==> src/rtl/hazard_ctrl_pkg.sv <==
// Shared pipeline control definitions: controller states and pipeline constants.
// Latency: n/a (types and constants only).
// Backpressure: n/a.
package hazard_ctrl_pkg;

    typedef enum logic [1:0] {
        RUN      = 2'd0,
        FLUSH    = 2'd1,
        MDU_WAIT = 2'd2
    } ctrl_state_t;

    localparam logic [4:0]  REG_ZERO  = 5'd0;
    localparam logic [31:0] NOP_INSTR = 32'h0000_0013;   // addi x0, x0, 0

endpackage

==> src/rtl/hazard_ctrl_if.sv <==
// Hazard controller bundle: ID/EX hazard sources in, pipeline stall/flush controls out.
// Latency: n/a (wires only); outputs are combinational in the controller.
// Backpressure: n/a; this bundle carries the stall signals themselves.
//
// master: pipeline side (drives hazard sources, consumes controls)
// slave : hazard_ctrl
interface hazard_ctrl_if #(
    parameter int CNT_W = 32
) ();
    // hazard sources from ID / EX
    logic [4:0]       id_rs1;
    logic [4:0]       id_rs2;
    logic             id_use_rs1;
    logic             id_use_rs2;
    logic [4:0]       ex_rd;
    logic             ex_mem_read;
    logic             ex_redirect;
    logic             ex_mdu_start;
    logic             mdu_done;
    // pipeline controls
    logic             pc_stall;
    logic             if_id_stall;
    logic             if_id_flush;
    logic             id_ex_flush;
    logic             ex_hold;
    logic             ex_mem_bubble;
    logic             mdu_err;
    logic [CNT_W-1:0] stall_cnt;
    logic [CNT_W-1:0] flush_cnt;

    modport master (
        output id_rs1, id_rs2, id_use_rs1, id_use_rs2, ex_rd, ex_mem_read,
               ex_redirect, ex_mdu_start, mdu_done,
        input  pc_stall, if_id_stall, if_id_flush, id_ex_flush, ex_hold,
               ex_mem_bubble, mdu_err, stall_cnt, flush_cnt
    );

    modport slave (
        input  id_rs1, id_rs2, id_use_rs1, id_use_rs2, ex_rd, ex_mem_read,
               ex_redirect, ex_mdu_start, mdu_done,
        output pc_stall, if_id_stall, if_id_flush, id_ex_flush, ex_hold,
               ex_mem_bubble, mdu_err, stall_cnt, flush_cnt
    );
endinterface

==> src/rtl/hazard_ctrl_detect.sv <==
// Load-use hazard compare between the load in EX and the source regs of the ID instruction.
// Latency: purely combinational, same cycle.
// Backpressure: none; the result feeds the stall sequencer.
//
// Ports: id_rs1_i/id_rs2_i/id_use_rs1_i/id_use_rs2_i (ID sources), ex_rd_i/ex_mem_read_i
//        (EX load), load_use_o (hazard present this cycle).
module hazard_ctrl_detect
    import hazard_ctrl_pkg::*;
(
    input  logic [4:0] id_rs1_i,
    input  logic [4:0] id_rs2_i,
    input  logic       id_use_rs1_i,
    input  logic       id_use_rs2_i,
    input  logic [4:0] ex_rd_i,
    input  logic       ex_mem_read_i,
    output logic       load_use_o
);
    logic rs1_hit;
    logic rs2_hit;

    assign rs1_hit = id_use_rs1_i && (id_rs1_i == ex_rd_i);
    assign rs2_hit = id_use_rs2_i && (id_rs2_i == ex_rd_i);

    // x0 is hardwired, so a load targeting it never produces a dependency
    assign load_use_o = ex_mem_read_i && (ex_rd_i != REG_ZERO) && (rs1_hit || rs2_hit);
endmodule

==> src/rtl/hazard_ctrl.sv <==
// Stall/flush sequencer for the 5-stage pipe: load-use bubbles, redirect flushes, MDU holds.
// Latency: controls are combinational from registered state + current inputs (same cycle).
// Backpressure: it is the pipeline's stall source; it accepts no backpressure itself.
//
// Ports: clk, reset (sync, active-high), hz (slave modport: hazard sources in, controls and
//        saturating stall/flush counters out).
module hazard_ctrl
    import hazard_ctrl_pkg::*;
#(
    parameter int FLUSH_CYCLES = 1,    // 1..7
    parameter int MDU_TIMEOUT  = 64,   // 0 disables the timeout
    parameter int CNT_W        = 32
) (
    input  logic          clk,
    input  logic          reset,
    hazard_ctrl_if.slave  hz
);
    localparam logic [1:0] S_RUN   = 2'(RUN);
    localparam logic [1:0] S_FLUSH = 2'(FLUSH);
    localparam logic [1:0] S_WAIT  = 2'(MDU_WAIT);

    localparam int         TW      = (MDU_TIMEOUT > 1) ? $clog2(MDU_TIMEOUT + 1) : 1;
    localparam logic [TW-1:0] TMO  = TW'(MDU_TIMEOUT);
    localparam logic [2:0] FC_INIT = 3'(FLUSH_CYCLES - 1);

    logic [1:0]       state_q, state_d;
    logic [2:0]       fcnt_q, fcnt_d;
    logic [TW-1:0]    tcnt_q, tcnt_d;
    logic [TW-1:0]    tcnt_inc;
    logic             err_q, err_d;
    logic [CNT_W-1:0] stall_cnt_q, stall_cnt_d;
    logic [CNT_W-1:0] flush_cnt_q, flush_cnt_d;

    logic load_use;
    logic mdu_stall;     // MDU hold: PC, IF_ID, EX held; EX_MEM gets bubbles
    logic flush;         // redirect flush of IF_ID and ID_EX
    logic lu_stall;      // single-cycle load-use bubble
    logic redirect_acc;
    logic pc_stall;

    hazard_ctrl_detect u_detect (
        .id_rs1_i      (hz.id_rs1),
        .id_rs2_i      (hz.id_rs2),
        .id_use_rs1_i  (hz.id_use_rs1),
        .id_use_rs2_i  (hz.id_use_rs2),
        .ex_rd_i       (hz.ex_rd),
        .ex_mem_read_i (hz.ex_mem_read),
        .load_use_o    (load_use)
    );

    always_comb begin
        state_d      = state_q;
        fcnt_d       = fcnt_q;
        tcnt_d       = tcnt_q;
        err_d        = err_q;
        tcnt_inc     = tcnt_q + TW'(1);
        mdu_stall    = 1'b0;
        flush        = 1'b0;
        lu_stall     = 1'b0;
        redirect_acc = 1'b0;

        case (state_q)
            S_RUN: begin
                // redirect and MDU are both EX ops; redirect kills the MDU op behind it
                if (hz.ex_redirect) begin
                    flush        = 1'b1;
                    redirect_acc = 1'b1;
                    if (FLUSH_CYCLES > 1) begin
                        state_d = S_FLUSH;
                        fcnt_d  = FC_INIT;
                    end
                end else if (hz.ex_mdu_start) begin
                    // a single-cycle MDU result needs no hold at all
                    if (!hz.mdu_done) begin
                        mdu_stall = 1'b1;
                        state_d   = S_WAIT;
                        tcnt_d    = '0;
                    end
                end else if (load_use) begin
                    // the inserted bubble removes the load from EX, so no state is kept
                    lu_stall = 1'b1;
                end
            end

            S_FLUSH: begin
                flush  = 1'b1;
                fcnt_d = fcnt_q - 3'd1;
                if (fcnt_q == 3'd1) begin
                    state_d = S_RUN;
                end
            end

            S_WAIT: begin
                tcnt_d = tcnt_inc;
                if (hz.mdu_done) begin
                    state_d = S_RUN;
                end else if ((MDU_TIMEOUT != 0) && (tcnt_inc == TMO)) begin
                    // give up on the MDU: release the pipe in this cycle, as a done would
                    state_d = S_RUN;
                    err_d   = 1'b1;
                end else begin
                    mdu_stall = 1'b1;
                end
            end

            default: begin
                state_d = S_RUN;
            end
        endcase

        pc_stall = mdu_stall | lu_stall;

        stall_cnt_d = stall_cnt_q;
        if (pc_stall && (stall_cnt_q != '1)) begin
            stall_cnt_d = stall_cnt_q + CNT_W'(1);
        end

        flush_cnt_d = flush_cnt_q;
        if (redirect_acc && (flush_cnt_q != '1)) begin
            flush_cnt_d = flush_cnt_q + CNT_W'(1);
        end
    end

    always_ff @(posedge clk) begin
        if (reset) begin
            state_q     <= S_RUN;
            fcnt_q      <= '0;
            tcnt_q      <= '0;
            err_q       <= 1'b0;
            stall_cnt_q <= '0;
            flush_cnt_q <= '0;
        end else begin
            state_q     <= state_d;
            fcnt_q      <= fcnt_d;
            tcnt_q      <= tcnt_d;
            err_q       <= err_d;
            stall_cnt_q <= stall_cnt_d;
            flush_cnt_q <= flush_cnt_d;
        end
    end

    assign hz.pc_stall      = pc_stall;
    assign hz.if_id_stall   = pc_stall;
    assign hz.if_id_flush   = flush;
    assign hz.id_ex_flush   = flush | lu_stall;
    assign hz.ex_hold       = mdu_stall;
    assign hz.ex_mem_bubble = mdu_stall;
    assign hz.mdu_err       = err_q;
    assign hz.stall_cnt     = stall_cnt_q;
    assign hz.flush_cnt     = flush_cnt_q;
endmodule

==> src/flat_wrapper.sv <==
// flat-port wrapper written by rule: the top's interface ports become plain ports
module hazard_ctrl_flat import hazard_ctrl_pkg::*;
#(
    parameter int FLUSH_CYCLES = 1,           
    parameter int MDU_TIMEOUT  = 64,                            
    parameter int CNT_W        = 32
)
  (clk, reset, hz_id_rs1, hz_id_rs2, hz_id_use_rs1, hz_id_use_rs2, hz_ex_rd, hz_ex_mem_read, hz_ex_redirect, hz_ex_mdu_start, hz_mdu_done, hz_pc_stall, hz_if_id_stall, hz_if_id_flush, hz_id_ex_flush, hz_ex_hold, hz_ex_mem_bubble, hz_mdu_err, hz_stall_cnt, hz_flush_cnt);
  hazard_ctrl_if #(.CNT_W(CNT_W)) hz_i ();
  input  logic clk;
  input  logic reset;
  input wire logic [$bits(hz_i.id_rs1)-1:0] hz_id_rs1;
  input wire logic [$bits(hz_i.id_rs2)-1:0] hz_id_rs2;
  input wire logic [$bits(hz_i.id_use_rs1)-1:0] hz_id_use_rs1;
  input wire logic [$bits(hz_i.id_use_rs2)-1:0] hz_id_use_rs2;
  input wire logic [$bits(hz_i.ex_rd)-1:0] hz_ex_rd;
  input wire logic [$bits(hz_i.ex_mem_read)-1:0] hz_ex_mem_read;
  input wire logic [$bits(hz_i.ex_redirect)-1:0] hz_ex_redirect;
  input wire logic [$bits(hz_i.ex_mdu_start)-1:0] hz_ex_mdu_start;
  input wire logic [$bits(hz_i.mdu_done)-1:0] hz_mdu_done;
  output wire logic [$bits(hz_i.pc_stall)-1:0] hz_pc_stall;
  output wire logic [$bits(hz_i.if_id_stall)-1:0] hz_if_id_stall;
  output wire logic [$bits(hz_i.if_id_flush)-1:0] hz_if_id_flush;
  output wire logic [$bits(hz_i.id_ex_flush)-1:0] hz_id_ex_flush;
  output wire logic [$bits(hz_i.ex_hold)-1:0] hz_ex_hold;
  output wire logic [$bits(hz_i.ex_mem_bubble)-1:0] hz_ex_mem_bubble;
  output wire logic [$bits(hz_i.mdu_err)-1:0] hz_mdu_err;
  output wire logic [$bits(hz_i.stall_cnt)-1:0] hz_stall_cnt;
  output wire logic [$bits(hz_i.flush_cnt)-1:0] hz_flush_cnt;
  assign hz_i.id_rs1 = hz_id_rs1;
  assign hz_i.id_rs2 = hz_id_rs2;
  assign hz_i.id_use_rs1 = hz_id_use_rs1;
  assign hz_i.id_use_rs2 = hz_id_use_rs2;
  assign hz_i.ex_rd = hz_ex_rd;
  assign hz_i.ex_mem_read = hz_ex_mem_read;
  assign hz_i.ex_redirect = hz_ex_redirect;
  assign hz_i.ex_mdu_start = hz_ex_mdu_start;
  assign hz_i.mdu_done = hz_mdu_done;
  assign hz_pc_stall = hz_i.pc_stall;
  assign hz_if_id_stall = hz_i.if_id_stall;
  assign hz_if_id_flush = hz_i.if_id_flush;
  assign hz_id_ex_flush = hz_i.id_ex_flush;
  assign hz_ex_hold = hz_i.ex_hold;
  assign hz_ex_mem_bubble = hz_i.ex_mem_bubble;
  assign hz_mdu_err = hz_i.mdu_err;
  assign hz_stall_cnt = hz_i.stall_cnt;
  assign hz_flush_cnt = hz_i.flush_cnt;
  hazard_ctrl #(.FLUSH_CYCLES(FLUSH_CYCLES), .MDU_TIMEOUT(MDU_TIMEOUT), .CNT_W(CNT_W)) u_core (.clk(clk), .reset(reset), .hz(hz_i));
endmodule
==> config.mk <==
export PLATFORM = sky130hd
export DESIGN_NAME = hazard_ctrl_flat
export DESIGN_NICKNAME = d
export VERILOG_FILES = /design/src/rtl/hazard_ctrl_pkg.sv /design/src/rtl/hazard_ctrl_if.sv /design/src/rtl/hazard_ctrl_detect.sv /design/src/rtl/hazard_ctrl.sv /design/src/flat_wrapper.sv
export SDC_FILE = /design/constraint.sdc
export NUM_CORES = 1
export LEC_CHECK = 0
export BUFFER_PORTS_ARGS = -buffer_cell sky130_fd_sc_hd__buf_2
export CAP_MARGIN = 10
export CORE_ASPECT_RATIO = 0.9
export CORE_UTILIZATION = 48
export CTS_BUF_LIST = sky130_fd_sc_hd__clkbuf_4 sky130_fd_sc_hd__clkbuf_8 sky130_fd_sc_hd__clkbuf_16
export DETAILED_ROUTE_END_ITERATION = 12
export PLACE_DENSITY = 0.76
export SYNTH_ARGS = -nofsm -noshare
export SYNTH_HDL_FRONTEND = slang
export SYNTH_SLANG_ARGS = --single-unit
export TNS_END_PERCENT = 10
==> constraint.sdc <==
create_clock -name clk -period 2.3 [get_ports clk]
set_input_delay 0.345 -clock clk [delete_from_list [all_inputs] [get_ports clk]]
set_output_delay 0.345 -clock clk [all_outputs]
set_load 0.05 [all_outputs]
==> results.tsv, run 1 <==
stage	metric	value	unit
global_route	grt_pass1_vias	3310	
finish	fill_cells	680	
setup_path	cp-start-kind	flip-flop	
die	die_h	87.1	um
power	finalPower	2.42	mW
clocking	clk_pin_slew	80	ps
timing	setup_violations	2	
job	maxCapViolCount	0	
timing	skew	11.6	ps
outcome	status	finished, violations left	
setup_path	required	1960	ps
clocking	cts_tree	yes	
global_route	grt_max_degree	41	
power	switching_power	644	uW
clocking	cts_inserted_buffers	9	
drt	via_count	3717	
setup_path	rrSetupSlack	150	ps
setup_path	crit_family	compound AO/OA/AOI/OAI gates	
clocking	cts.sink_count	73	
logic_synthesis	synth_nets	483	
setup_path	critPathCaptureType	output port	
setup_path	r2r_end	u_core.hz.stall_cnt[26]	
timing	finalMaxSlewViolations	0	
setup_path	crit_fanout	7	
logic_synthesis	synth-seq-area-share	37.9	%
drt	drc	0	
min_path	worst_hold_path.endpoint	u_core.hz.mdu_err	
logic_synthesis	yosysTopAreaCell	dfxtp_1	
logic_synthesis	synthCells	456	
setup_path	path_depth	7	
die	core_area	0.00766	sq mm
setup_path	r2r_start	u_core.tcnt_q[1]	
timing	whs	346	ps
outcome	violations	setup timing	
global_route	grt_pass1_wl	15.1	mm
timing	layout_worst_path_cycle_share	102	%
finish	layout_common_cells	buf_2 (89), dfxtp_1 (71), nor2_1 (54), a21oi_1 (32), buf_4 (31)	
clocking	clock_latency	340	ps
timing	fmax	0.424	GHz
die	num_rows	30	
timing	hold_violations	0	
drt	drt-total-wl	9.40	mm
die	die_area	0.00840	sq mm
logic_synthesis	synth_top_flop_cell	dfxtp_1	
logic_synthesis	async_flop_share	0	%
power	comb_power_share	8.6	%
setup_path	cpPeakStageDelay	440	ps
global_route	grt_overflow	0	
logic_synthesis	syn_area	0.00386	sq mm
die	ios	94	
logic_synthesis	synth_top_area_share	37.9	%
timing	tightest_slew	497	ps
global_route	antenna_found_initial	0	
min_path	min_from	hz_mdu_done	
die	die_x	96.5	um
timing	rsz0062_at_grt	true	
setup_path	arrival	2010	ps
min_path	hold_path_class	in2reg	
finish	layout_commonest_cell	buf_2	
setup_path	reg2regPathDepth	9	
clocking	cts_max_level	3	
setup_path	crit_type	reg2out	
setup_path	cpMaxStageDelayCell	dfxtp_1	
clocking	clock_path_buffers	2	
power	leakage	2.07	nW
timing	slew_headroom	66.9	%
logic_synthesis	synth_edf_count	0	
timing	final.min_clock_period	2360	ps
finish	fin_nets	602	
logic_synthesis	synth-warning-count	0	
drt	via_per_inst	5.50	
placement	gp_congestion	0.825	
min_path	whs_path_depth	3	
power	p_int	1.78	mW
placement	dp_hpwl	6.76	mm
placement	place_ws	40.8	ps
finish	drive_above_1_share	29.3	%
power	swShare	26.6	%
setup_path	path_buf_inv	2	
logic_synthesis	syn_area_per_cell	8.46	sq um
finish	diodes	0	
die	start_util	50.4	%
placement	port_buffers	93	
setup_path	crit_chain	and3_4 -> o211a_1 -> o22ai_2 -> o31ai_4 -> buf_6 -> nand2_4 -> buf_8	
finish	syn_to_final_growth	26.8	%
drt	postRouteAntennaNets	0	
power	peakVddDrop	250	uV
logic_synthesis	yosys-top-cells-area	dfxtp_1 (38%), xor2_1 (5.7%), nor2_1 (5.3%), a21oi_1 (4.2%), xnor2_1 (3.9%)	
drt	drt-wirelength-per-cell	13.9	um
logic_synthesis	synth_cell_types	60	
global_route	track_usage	23.1	%
logic_synthesis	synth_seq_cells	73	
power	p_per_area	495	mW/mm^2
power	seqPwrFrac	52.8	%
drt	drtIter0Drc	157	
clocking	clockRootBuffer	clkbuf_8	
drt	firstDrtPassIters	4	
timing	setup_ws	-57.2	ps
power	power_frac_clock	38.6	%
==> layout make-up <==
type,count,area [sq um],share of cell area (%)
well taps,96,120,2.46
repair buffers,126,762,15.6
multi-input cells,342,2270,46.4
flip-flops and latches,73,1460,29.9
clock inverters,6,51.3,1.05
clock buffers,10,138,2.81
inverters,23,86.3,1.76
==> worst reg2reg max path: stages, from the launching register on <==
cell      delay [ps]
dfxtp_2          340
buf_4            150
and3_1           160
o211a_1          230
o22ai_2          190
o31ai_4          120
buf_4            170
a21oi_2          290
a311oi_1         150
a41o_1           230
==> power groups by stage <==
stage | registers (mW) | logic (mW) | clock network (mW)
after CTS | 1.28 | 0.208 | 0.964
after global routing | 1.28 | 0.225 | 1.03
after global placement | 1.31 | 0.195 | 0
final | 1.28 | 0.208 | 0.934
after detailed placement | 1.31 | 0.198 | 0
after floorplan | 1.33 | 0.110 | 0
==> stage by stage <==
| step | setup TNS (ps) | cells | area, sq um | util, % |
|---|---|---|---|---|
| floorplan | -193 | 456 | 3870 | - |
| detailed placement | 0 | 657 | 4600 | 60.0 |
| global route | -571 | 676 | 4890 | 63.9 |
| finish | -113 | 676 | 4890 | 63.9 |
| CTS | -181 | 676 | 4880 | 63.7 |
| global placement | 0 | 657 | 4600 | 60.0 |
==> metal layers <==
layer | part of all wire [%] | track usage (%)
met3 | 5.4 | 5.58
met1 | 45 | 29.5
met2 | 48 | 37.5
met5 | 0 | 0
met4 | 1.4 | 8.82
==> cell usage after synthesis (7+ instances only) <==
cell type and count:
nor3_1 9, nor2_1 54, xor2_1 25, xnor2_1 17
nand3_1 24, nand2_1 29, and4_1 9, nand4_1 21
and3_1 16, o21ai_0 15, dfxtp_1 73, or3_1 9
o21a_1 9, clkbuf_1 9, a21oi_1 32, and2_1 7
inv_1 21
==> cell families after synthesis <==
kind of cell,synth area share [%]
compound gates,17.0
mux,1.33
fa+ha+maj,1.30
flops,37.9
buf+inv,4.60
xor+xnor,9.53
simple gates,28.4
==> state kept, by name, summed over array words and instances, names as in the netlist <==
| register | count |
|---|---|
| u_core.state_q | 1 |
| u_core.hz.flush_cnt | 32 |
| u_core.tcnt_q | 7 |
| u_core.hz.stall_cnt | 32 |
| u_core.hz.mdu_err | 1 |
==> worst max-delay path by stage <==
| stage | endpoint | from |
|---|---|---|
| 2_1_floorplan | u_core.hz.stall_cnt[5] | u_core.tcnt_q[0] |
| 3_3_place_gp | hz_id_ex_flush | hz_ex_rd[1] |
| 3_5_place_dp | u_core.hz.stall_cnt[5] | hz_ex_rd[1] |
| 4_1_cts | hz_pc_stall | u_core.tcnt_q[0] |
| 5_1_grt | hz_pc_stall | u_core.tcnt_q[0] |
| 6_report | hz_pc_stall | u_core.tcnt_q[3] |
==> timing repair <==
| action | CTS | global route |
|---|---|---|
| pin swaps | 2 | 3 |
| endpoints found under the setup margin | 4 | 5 |
| resized for setup | 18 | 2 |
| setup buffers | 3 | 0 |
| hold buffers | 0 | 0 |
Power figures use the tool's default switching activity.
==> run 2: changes to the inputs <==
Settings changed: ABC_AREA from default to 1, CORE_UTILIZATION 48 to 30, PLACE_DENSITY 0.76 to default.
==> results.tsv, run 2 <==
stage	metric	value	unit	change
outcome	status	completed		was finished, violations left
global_route	grt_pass1_vias	4520		was 3,310
timing	tightest_slew	664	ps	was 497 ps
drt	drc	0		unchanged
finish	syn_to_final_growth	23.8	%	was 26.8%
timing	fmax	0.468	GHz	was 0.424 GHz
die	die_area	0.0161	sq mm	was 0.00840 sq mm
die	core_area	0.0149	sq mm	was 0.00766 sq mm
timing	rsz0062_at_grt	false		was true
timing	slew_headroom	55.5	%	was 66.9%
clocking	cts.sink_count	73		unchanged
setup_path	critPathCaptureType	output port		unchanged
logic_synthesis	synth_common_cells	nand2_1 (218), nor2_1 (82), dfxtp_1 (73), a21oi_1 (66), inv_1 (58)		was dfxtp_1 (73), nor2_1 (54), a21oi_1 (32), nand2_1 (29), xor2_1 (25)
logic_synthesis	syn_area_per_cell	6.38	sq um	was 8.46 sq um
finish	fin_nets	855		was 602
clocking	clock_path_buffers	2		unchanged
logic_synthesis	synth_top_area_share	31.3	%	was 37.9%
clocking	cts_max_level	3		unchanged
finish	drive_above_1_share	18.8	%	was 29.3%
clocking	clk_pin_slew	60	ps	was 80 ps
setup_path	arrival	1790	ps	was 2010 ps
clocking	clock_latency	340	ps	about the same
logic_synthesis	synthCells	731		was 456
global_route	antenna_found_initial	0		unchanged
logic_synthesis	synth-seq-area-share	31.3	%	was 37.9%
clocking	cts_tree	yes		unchanged
drt	postRouteAntennaNets	0		unchanged
clocking	cts_hold_buf	0		unchanged
placement	dp_hpwl	10.1	mm	was 6.76 mm
logic_synthesis	yosysMostFrequentCell	nand2_1		was dfxtp_1
setup_path	startpoint	u_core.tcnt_q[0]		was u_core.tcnt_q[3]
timing	whs	382	ps	was 346 ps
drt	drtIter0Drc	292		was 157
timing	setup_violations	0		was 2
setup_path	cp-start-kind	flip-flop		unchanged
job	maxCapViolCount	0		unchanged
setup_path	crit_fanout	6		was 7
min_path	min_from	reset		was hz_mdu_done
finish	layout_commonest_cell	nand2_1		was buf_2
logic_synthesis	synth_edf_count	0		unchanged
logic_synthesis	yosysTopAreaCell	dfxtp_1		unchanged
logic_synthesis	synth_nets	758		was 483
placement	port_buffers	93		unchanged
setup_path	r2r_start	u_core.tcnt_q[0]		was u_core.tcnt_q[1]
drt	via_count	4904		was 3,717
die	die_h	120	um	was 87.1 um
timing	finalMaxSlewViolations	0		unchanged
timing	layout_worst_path_cycle_share	93.0	%	was 102%
die	num_rows	42		was 30
drt	drt-total-wl	13.3	mm	was 9.40 mm
global_route	track_usage	17.3	%	was 23.1%
power	leakage	2.37	nW	was 2.07 nW
clocking	cts_inserted_buffers	9		unchanged
min_path	hold_path_class	in2reg		unchanged
die	die_x	133	um	was 96.5 um
setup_path	crit_type	reg2out		unchanged
placement	gp_congestion	0.965		was 0.825
logic_synthesis	synth-warning-count	0		unchanged
global_route	grt_overflow	0		unchanged
logic_synthesis	synth_top_flop_cell	dfxtp_1		unchanged
finish	diodes	0		unchanged
global_route	grt_max_degree	33		was 41
finish	final_area	0.00577	sq mm	was 0.00489 sq mm
drt	drt-wirelength-per-cell	12.9	um	was 13.9 um
logic_synthesis	synth_cell_types	32		was 60
power	finalPower	2.99	mW	was 2.42 mW
die	start_util	31.3	%	was 50.4%
logic_synthesis	synth_seq_cells	73		unchanged
placement	place_ws	200	ps	was 40.8 ps
finish	layout_common_cells	nand2_1 (215), buf_2 (89), nor2_1 (80), dfxtp_1 (69), a21oi_1 (66)		was buf_2 (89), dfxtp_1 (71), nor2_1 (54), a21oi_1 (32), buf_4 (31)
setup_path	required	1960	ps	about the same
die	ios	94		unchanged
power	p_per_area	518	mW/mm^2	was 495 mW/mm^2
logic_synthesis	syn_area	0.00466	sq mm	was 0.00386 sq mm
timing	hold_violations	0		unchanged
drt	via_per_inst	4.77		was 5.50
clocking	clockRootBuffer	clkbuf_16		was clkbuf_8
timing	setup_ws	161	ps	was -57.2 ps
power	peakVddDrop	377	uV	was 250 uV
drt	firstDrtPassIters	5		was 4
timing	fin_setup_tns	0	ps	was -113 ps
logic_synthesis	async_flop_share	0	%	unchanged
global_route	grt_pass1_wl	22.3	mm	was 15.1 mm
timing	final.min_clock_period	2140	ps	was 2360 ps
timing	skew	5.96	ps	was 11.6 ps
logic_synthesis	yosys-top-cells-area	dfxtp_1 (31%), nand2_1 (18%), a21oi_1 (7.1%), xor2_1 (6.8%), nor2_1 (6.6%)		was dfxtp_1 (38%), xor2_1 (5.7%), nor2_1 (5.3%), a21oi_1 (4.2%), xnor2_1 (3.9%)
placement	placed_cell_area	0.00536	sq mm	was 0.00460 sq mm
## run 2: changes by cell type in the layout (fill, tap and decap cells not counted), moves of 10 or more
cell      before  now
buf_4         31   19
inv_1         21   58
nor3_1         8   33
nand2_1       28  215
xor2_1        24   36
and3_1        16    0
clkbuf_8      10    0
a21oi_1       32   66
nand3_1       23   54
nor2_1        54   80
## run 2: cell families (layout without fill, tap and decap cells)
kind of cell             count (synthesis)  after routing  synth area share (%)
adder cells (fa/ha/maj)                  4              4                  1.07
buffers and inverters                   90            190                  8.21
AO/OA/AOI/OAI                           84             84                  9.20
flip-flops                              73             73                  31.3
XOR/XNOR                                52             52                  9.76
AND/OR/NAND/NOR                        428            428                  40.4
## run 2: layout make-up
cell class                 count  area [sq um]
fill                        1657          9150
multi-input combinational    568          2860
sequential                    73          1470
timing repair buffer         113           661
tap                          198           248
inverter                      63           236
clock buffer                  10           233
clock inverter                 4          70.1
## run 2: what timing repair did
action / in CTS / in global routing
buffers inserted: 0 / 4
gates cloned: 0 / 0
setup endpoints to repair: 4 / 7
gates resized for setup: 5 / 22
pin swaps: 0 / 4
hold endpoints to repair: 0 / 0
## run 2: per-stage QoR
| stage | cells | util [%] |
|---|---|---|
| floorplan | 731 | - |
| global placement | 1011 | 35.9 |
| detailed placement | 1011 | 35.9 |
| CTS | 1025 | 38.1 |
| global route | 1029 | 38.7 |
| finish | 1029 | 38.7 |
## run 2: power by group
| group | internal [mW] | switching, mW |
|---|---|---|
| combinational | 0.0745 | 0.171 |
| clock | 0.945 | 0.521 |
| sequential | 1.27 | 0.00738 |
## run 2: final timing paths
check / endpoint / slack, ps / depth (start not counted)
setup / recovery: hz_pc_stall / 160 / 11
hold / removal: u_core.hz.flush_cnt[13] / 380 / 2
setup reg to reg: u_core.hz.stall_cnt[1] / 240 / 15
hold reg to reg: u_core.tcnt_q[6] / 490 / 2
## run 2: worst max-delay path, cell delays in order (launching register included)
cell     delay [ps]
dfxtp_4         360
ha_4            150
inv_1            50
nand2_2          50
nand2_2          70
nor2_4          100
nand3_2          60
nor2_2          120
nand2_1          70
nand2_2         100
nand3_4         120
buf_8           180
## run 2: metal layers
| layer | track usage, % | part of all wire, % | up-vias |
|---|---|---|---|
| met2 | 26.2 | 44 | 124 |
| met1 | 23.2 | 48 | 2220 |
| met5 | 0 | 0 | - |
| li1 | - | - | 2539 |
| met3 | 4.49 | 5.4 | 21 |
| met4 | 6.75 | 2.0 | 0 |
